--- config.mk ---
export PLATFORM = sky130hd
export DESIGN_NAME = correlator_sequencer
export DESIGN_NICKNAME = d
export VERILOG_FILES = /design/src/rtl/correlator_sequencer.sv
export SDC_FILE = /design/constraint.sdc
export NUM_CORES = 1
export LEC_CHECK = 0
export ABC_AREA = 1
export BUFFER_PORTS_ARGS = -buffer_cell sky130_fd_sc_hd__buf_2
export CAP_MARGIN = 30
export CORE_MARGIN = 3
export CORE_UTILIZATION = 55
export DETAILED_ROUTE_END_ITERATION = 10
export GPL_TIMING_DRIVEN = 0
export PLACE_DENSITY = 0.75
export SLEW_MARGIN = 20
export SYNTH_ARGS = -nofsm -noshare
export SYNTH_HDL_FRONTEND = slang
export SYNTH_SLANG_ARGS = --single-unit
--- constraint.sdc ---
create_clock -name clk -period 5.18 [get_ports clk]
set_input_delay 0.259 -clock clk [delete_from_list [all_inputs] [get_ports clk]]
set_output_delay 0.259 -clock clk [all_outputs]
set_load 0.05 [all_outputs]
--- src/rtl/correlator_sequencer.sv ---
// Correlator integration sequencer: decodes UART command bytes and paces
// integrate / latch / clear windows, holding per-input delay taps stable inside each window.

module correlator_delay_lane #(
  parameter int DELAY_BITS = 20,
  parameter int RW         = 4
) (
  input  logic                  clk,
  input  logic                  reset_n,
  input  logic                  nib_we,
  input  logic [RW-1:0]         nib_sel,
  input  logic [3:0]            nib,
  input  logic                  load,
  output logic [DELAY_BITS-1:0] tap
);
  localparam int DN = DELAY_BITS / 4;

  logic [DELAY_BITS-1:0] pending;

  always_ff @(posedge clk or negedge reset_n) begin
    if (!reset_n) begin
      pending <= '0;
      tap     <= '0;
    end else begin
      if (load) tap <= pending;
      for (int k = 0; k < DN; k++)
        if (nib_we && nib_sel == RW'(k)) pending[k*4 +: 4] <= nib;
    end
  end
endmodule

module correlator_sequencer #(
  parameter int NUM_INPUTS  = 4,
  parameter int DELAY_BITS  = 20,
  parameter int PERIOD_BITS = 32
) (
  input  logic                             clk,
  input  logic                             reset_n,
  input  logic [7:0]                       rx_data,
  input  logic                             rx_valid,
  input  logic                             tx_busy,
  output logic [NUM_INPUTS*DELAY_BITS-1:0] delay,
  output logic [31:0]                      leds,
  output logic [3:0]                       baud_rate,
  output logic                             counter_clear,
  output logic                             frame_latch,
  output logic                             tx_start,
  output logic [7:0]                       overrun,
  output logic [1:0]                       state
);
  localparam int DN   = DELAY_BITS / 4;
  localparam int PN   = PERIOD_BITS / 4;
  localparam int MAXN = (DN > PN) ? DN : PN;
  localparam int RW   = $clog2(MAXN + 1);

  localparam logic [3:0] OP_CLEAR      = 4'd0;
  localparam logic [3:0] OP_SET_INDEX  = 4'd1;
  localparam logic [3:0] OP_SET_LEDS   = 4'd2;
  localparam logic [3:0] OP_SET_BAUD   = 4'd3;
  localparam logic [3:0] OP_SET_DELAY  = 4'd4;
  localparam logic [3:0] OP_SET_PERIOD = 4'd5;
  localparam logic [3:0] OP_ENABLE     = 4'd13;

  typedef enum logic [1:0] {IDLE = 2'd0, INTEGRATE = 2'd1, LATCH = 2'd2, CLEAR = 2'd3} state_t;

  state_t                 st;
  logic [3:0]             op, arg, index;
  logic [RW-1:0]          ridx;
  logic                   capture_en;
  logic [PERIOD_BITS-1:0] period, cnt, last_cnt;
  logic                   idx_ok, dly_wr, xfer;
  logic [NUM_INPUTS-1:0][DELAY_BITS-1:0] taps;

  assign op     = rx_data[3:0];
  assign arg    = rx_data[7:4];
  assign idx_ok = int'({1'b0, index}) < NUM_INPUTS;
  assign dly_wr = rx_valid && op == OP_SET_DELAY && ridx < RW'(DN) && idx_ok;
  // Taps move only on window entry or in CLEAR, so a window never sees a delay change.
  assign xfer   = (st == IDLE && capture_en) || st == CLEAR;
  assign last_cnt = (period < PERIOD_BITS'(2)) ? PERIOD_BITS'(1) : period - PERIOD_BITS'(1);
  assign delay  = taps;
  assign state  = st;

  for (genvar g = 0; g < NUM_INPUTS; g++) begin : g_lane
    correlator_delay_lane #(.DELAY_BITS(DELAY_BITS), .RW(RW)) u_lane (
      .clk     (clk),
      .reset_n (reset_n),
      .nib_we  (dly_wr && int'({1'b0, index}) == g),
      .nib_sel (ridx),
      .nib     (arg),
      .load    (xfer),
      .tap     (taps[g])
    );
  end

  always_ff @(posedge clk or negedge reset_n) begin
    if (!reset_n) begin
      index      <= '0;
      ridx       <= '0;
      leds       <= '0;
      baud_rate  <= '0;
      period     <= '0;
      capture_en <= 1'b0;
    end else if (rx_valid) begin
      case (op)
        OP_CLEAR:     ridx <= '0;
        OP_SET_INDEX: index <= arg;
        OP_SET_LEDS:  leds[{index, 1'b0} +: 2] <= arg[1:0];
        OP_SET_BAUD:  baud_rate <= arg;
        OP_SET_DELAY: if (ridx < RW'(DN) && idx_ok) ridx <= ridx + RW'(1);
        OP_SET_PERIOD:
          if (ridx < RW'(PN)) begin
            for (int k = 0; k < PN; k++)
              if (ridx == RW'(k)) period[k*4 +: 4] <= arg;
            ridx <= ridx + RW'(1);
          end
        OP_ENABLE:    capture_en <= arg[0];
        default: ;
      endcase
    end
  end

  // Outputs are computed for the state being entered; tx_busy is sampled on
  // the edge into LATCH so tx_start and overrun can stay registered.
  always_ff @(posedge clk or negedge reset_n) begin
    if (!reset_n) begin
      st            <= IDLE;
      counter_clear <= 1'b1;
      frame_latch   <= 1'b0;
      tx_start      <= 1'b0;
      cnt           <= '0;
      overrun       <= '0;
    end else begin
      frame_latch <= 1'b0;
      tx_start    <= 1'b0;
      case (st)
        IDLE: begin
          counter_clear <= 1'b1;
          if (capture_en) begin
            st            <= INTEGRATE;
            cnt           <= '0;
            counter_clear <= 1'b0;
          end
        end
        INTEGRATE: begin
          if (!capture_en) begin
            st            <= IDLE;
            counter_clear <= 1'b1;
          end else if (cnt == last_cnt) begin
            st          <= LATCH;
            frame_latch <= 1'b1;
            tx_start    <= !tx_busy;
            if (tx_busy && overrun != 8'hff) overrun <= overrun + 8'd1;
          end else begin
            cnt <= cnt + PERIOD_BITS'(1);
          end
        end
        LATCH: begin
          st            <= CLEAR;
          counter_clear <= 1'b1;
        end
        CLEAR: begin
          cnt <= '0;
          if (capture_en) begin
            st            <= INTEGRATE;
            counter_clear <= 1'b0;
          end else begin
            st            <= IDLE;
            counter_clear <= 1'b1;
          end
        end
        default: st <= IDLE;
      endcase
    end
  end
endmodule

==> flow_metrics.py <==
metrics = {
    "yosys": {
        "synth_enable_flop_cells": 0,
        "commonest_cells_post_synth": "sky130_fd_sc_hd__nand2_1 (525), sky130_fd_sc_hd__dfrtp_1 (281), sky130_fd_sc_hd__nor2_1 (207)",
        "dominantRegCellSynth": "sky130_fd_sc_hd__dfrtp_1",
        "synth.top_cells.by_area": "sky130_fd_sc_hd__dfrtp_1 (50%), sky130_fd_sc_hd__nand2_1 (14%), sky130_fd_sc_hd__mux2_2 (6.4%), sky130_fd_sc_hd__o21ai_0 (5.7%), sky130_fd_sc_hd__nor2_1 (5.5%)",
        "synth.yosys.warnings": 0,
        "asyncSetResetFlopFracSynth_pct": 100,
        "synth.distinct_cells": 38,
        "yosysMostFrequentCell": "sky130_fd_sc_hd__nand2_1",
        "yosysSeqAreaShare_pct": 49.9,
        "synthDominantAreaCellType": "sky130_fd_sc_hd__dfrtp_1",
        "synth.ff_latch_count": 282,
        "yosys.area.top_type_share_pct": 49.8,
        "syn_area_per_cell_um2": 8.18,
        "syn_inst_count": 1727,
        "syn-cell-area_um2": 14100,
        "synth.net_count": 1755,
    },
    "sta": {
        "finalHoldWorstSlack_ns": 0.0969,
        "final.min_clock_period_ns": 3.31,
        "drv_slew": 0,
        "fin_crit_sh_pct": 63.8,
        "hold_viol_final": 0,
        "fin_skew_ns": 0.0249,
        "timing.fmax_ghz": 0.302,
        "worstMarginPinSlew_ns": 0.884,
        "slew_headroom_pct": 40.6,
        "setup_viol": 0,
        "grt_setup_unrepaired": "false",
    },
    "critical_path": {
        "crit_required_ns": 5.62,
        "end_kind": "flop",
        "critPathLaunchType": "flop",
        "critical_path_class": "flop to flop",
        "r2r-end": "cnt[24]$_DFFE_PN0P_",
        "worst_r2r_startpoint": "period[0]$_DFFE_PN0P_",
        "critical_path.max_stage_delay_ns": 0.43,
        "cp_common_cell": "sky130_fd_sc_hd__nand2_1",
        "crit_chain": "inv_1 -> ha_1 -> inv_1 -> nor2_2 -> nand2_1 -> nand2_1 -> nand2_1 -> o21ai_1 -> nand2_1 -> nor2_1 -> nand2_1 -> nor2_1 -> nand2_1 -> nor2_2 -> nand2_1 -> nand2_4 -> nand2_4 -> buf_6 -> nand2_1 -> nand2_1",
        "crit_path_max_fanout": 10,
        "timing.reg2reg.setup_slack_ns": 1.87,
        "ff2ff_path_depth": 20,
        "worst_ep_arrival_time_ns": 3.74,
        "critical_path.slowest_cell": "sky130_fd_sc_hd__dfrtp_1",
    },
    "detailed_routing": {
        "drc": 0,
        "drt_first_pass_iters": 5,
        "routed-wl-met3_mm": 2.25,
        "met1Wirelength_mm": 16.5,
        "drt-initial-drc-count": 875,
        "viasPerCell": 5.39,
        "totalWireLength_mm": 38.6,
        "wl_met2_mm": 18.5,
        "final_antenna_net_count": 0,
        "via_count": 12200,
        "highest_layer": "met5",
        "post_drt_wl_per_cell_um": 17.1,
    },
    "power": {
        "power.share.switching_pct": 40.9,
        "leakagePower_nw": 8.41,
        "comb_power_share_pct": 39.8,
        "power.density_cell_area_nw_per_um2": 474,
        "seq_power_share_pct": 31.5,
        "power_report.internal_total_mw": 4.59,
        "p_switching_mw": 3.18,
        "worst_ir_drop_vdd_uv": 383,
        "clock_power_share_pct": 28.7,
        "design_power_total_mw": 7.77,
    },
    "die": {
        "dieArea_um2": 27700,
        "die_width_um": 166,
        "core_region_area_um2": 25200,
        "floorplan.rows": 58,
        "total_i_o_pin_count": 141,
        "floorplan.die.height_um": 166,
        "starting_utilization_of_the_core_area_pct": 56.1,
    },
    "place": {
        "placed_area_um2": 15300,
        "dp.final_hpwl_mm": 28.8,
        "place_congestion": 0.944,
        "numPlacedInstances": 2200,
        "port_buffers": 140,
    },
    "layout": {
        "num-fill-cells": 2117,
        "area_delta_synth_final_pct": 16.0,
        "antenna-diode-count": 0,
        "final_std_cells_w_o_fill": 2258,
        "final_design_area_no_fill_um2": 16400,
        "nets": 1933,
        "final_core_util_pct": 65.1,
        "drive_above_1_share_pct": 15.7,
    },
    "clock_tree": {
        "worst_skew_pair.late_latency_ns": 0.57,
        "clkSlewWorstSetupHoldPaths_ns": 0.06,
        "ctsHtreeMaxLevel": 1,
        "clock-root-buffer": "sky130_fd_sc_hd__clkbuf_16",
        "numClockSinks": 282,
        "cts_inserted_buffers": 30,
        "cts_buffer_depth": 3,
        "cts_tree": "built",
        "cts_setup_buffers": 0,
        "cts_resized": 0,
    },
    "global_route": {
        "overflow": 0,
        "grt_pass1_vias": 12200,
        "grt_usage_pct": 27.9,
        "grt_max_degree": 101,
        "first_pass_grt_wire_length_mm": 63.5,
        "antenna_found_initial": 1,
    },
    "worst_hold_path": {
        "hold_path.class": "primary input to asynchronous set/reset pin",
    },
    "run": {
        "maxCapViolations": 0,
    },
    "status": {
        "result_of_the_run": "finished clean",
    },
}
final cells by class:
| class | instances | area [µm²] | share of cell area [%] |
|---|---|---|---|
| well taps | 330 | 413 | 2.52 |
| flip-flops and latches | 282 | 7060 | 43.0 |
| clock buffers | 43 | 830 | 5.06 |
| repair buffers | 146 | 823 | 5.02 |
| inverters | 134 | 503 | 3.07 |
| multi-input cells | 1265 | 6350 | 38.7 |
| plain buffers | 46 | 225 | 1.37 |
| clock inverters | 12 | 199 | 1.21 |
critical path: cells and delay by family, from the launching register on:
| kind | cells | cell delay [ns] |
|---|---|---|
| buffers and inverters | 3 | 0.41 |
| flip-flops | 1 | 0.43 |
| adder cells (fa/ha/maj) | 1 | 0.27 |
| AND/OR/NAND/NOR | 15 | 1.85 |
| AO/OA/AOI/OAI | 1 | 0.20 |
cells by family after synthesis:
kind of cell,Yosys count,share of synthesized area [%]
buf+inv,180,5.15
compound gates,187,6.85
flops,282,49.9
xor+xnor,40,2.48
fa+ha+maj,16,1.42
mux,80,6.37
simple gates,942,27.8
worst max-delay path by stage:
stage | from | endpoint | cells past startpoint
global route | period[0]$_DFFE_PN0P_ | cnt[9]$_DFFE_PN0P_ | 20
finish | period[0]$_DFFE_PN0P_ | cnt[24]$_DFFE_PN0P_ | 20
global placement | reset_n | g_lane[0].u_lane.tap[12]$_DFFE_PN0P_ | 1
detailed placement | period[0]$_DFFE_PN0P_ | cnt[21]$_DFFE_PN0P_ | 20
floorplan | period[0]$_DFFE_PN0P_ | cnt[6]$_DFFE_PN0P_ | 18
CTS | period[0]$_DFFE_PN0P_ | cnt[24]$_DFFE_PN0P_ | 20
power groups by stage:
stage	Combinational, mW	Sequential (mW)	Clock (mW)
2_1_floorplan	2.08	2.66	0
3_3_place_gp	3.02	2.48	0
3_5_place_dp	3.06	2.48	0
4_1_cts	3.08	2.45	2.25
5_1_grt	3.44	2.47	2.35
6_report	3.09	2.45	2.23
placed cells by master, fill, tap and decap left out, types with 3 or more instances in the layout:
| master | instances |
|---|---|
| sky130_fd_sc_hd__buf_2 | 142 |
| sky130_fd_sc_hd__nor3b_1 | 3 |
| sky130_fd_sc_hd__a21oi_1 | 6 |
| sky130_fd_sc_hd__xor2_1 | 38 |
| sky130_fd_sc_hd__dfrtp_1 | 281 |
| sky130_fd_sc_hd__clkinv_2 | 4 |
| sky130_fd_sc_hd__dlygate4sd3_1 | 3 |
| sky130_fd_sc_hd__o21ai_0 | 162 |
| sky130_fd_sc_hd__buf_4 | 5 |
| sky130_fd_sc_hd__buf_6 | 4 |
| sky130_fd_sc_hd__o21ai_1 | 6 |
| sky130_fd_sc_hd__nor2_2 | 6 |
| sky130_fd_sc_hd__nor2_4 | 3 |
| sky130_fd_sc_hd__nand3_1 | 106 |
| sky130_fd_sc_hd__inv_1 | 130 |
| sky130_fd_sc_hd__o21bai_1 | 8 |
| sky130_fd_sc_hd__clkbuf_1 | 44 |
| sky130_fd_sc_hd__mux2_2 | 80 |
| sky130_fd_sc_hd__nand2_2 | 5 |
| sky130_fd_sc_hd__nand4_1 | 33 |
| sky130_fd_sc_hd__clkbuf_8 | 3 |
| sky130_fd_sc_hd__inv_2 | 3 |
| sky130_fd_sc_hd__nor3_1 | 39 |
| sky130_fd_sc_hd__nor2_1 | 207 |
| sky130_fd_sc_hd__buf_16 | 3 |
| sky130_fd_sc_hd__nand2_1 | 525 |
| sky130_fd_sc_hd__ha_1 | 16 |
| sky130_fd_sc_hd__clkbuf_16 | 30 |
| sky130_fd_sc_hd__nor4_1 | 6 |
| sky130_fd_sc_hd__bufinv_16 | 4 |
metal layers:
metal | vias to the layer above | global-route usage [%]
met4 | 2 | 8.93
met3 | 84 | 5.19
met5 | - | 0
met1 | 5797 | 36.3
met2 | 324 | 47.8
li1 | 5967 | -
repair_timing:
item | 4_1_cts | 5_1_grt
setup endpoints to repair | 0 | 0
hold buffers | 3 | 0
hold endpoints to repair | 206 | 0
registers in the layout, indices dropped and copies added, names as in the netlist, named ones only:
name and count:
overrun 8, tx_start 1, capture_en 1, ridx 4, g_lane.u_lane.pending 80, g_lane.u_lane.tap 80
index 4, period 32, leds 32, cnt 32, counter_clear 1, baud_rate 4
state 1, frame_latch 1
per-stage QoR:
stage / setup WS [ns] / setup TNS, ns
6_report: 1.87 / 0
5_1_grt: 1.67 / 0
4_1_cts: 1.95 / 0
3_5_place_dp: 2.01 / 0
3_3_place_gp: -1.20 / -327.69
2_1_floorplan: 2.78 / 0
(Power assumes the default switching activity.)
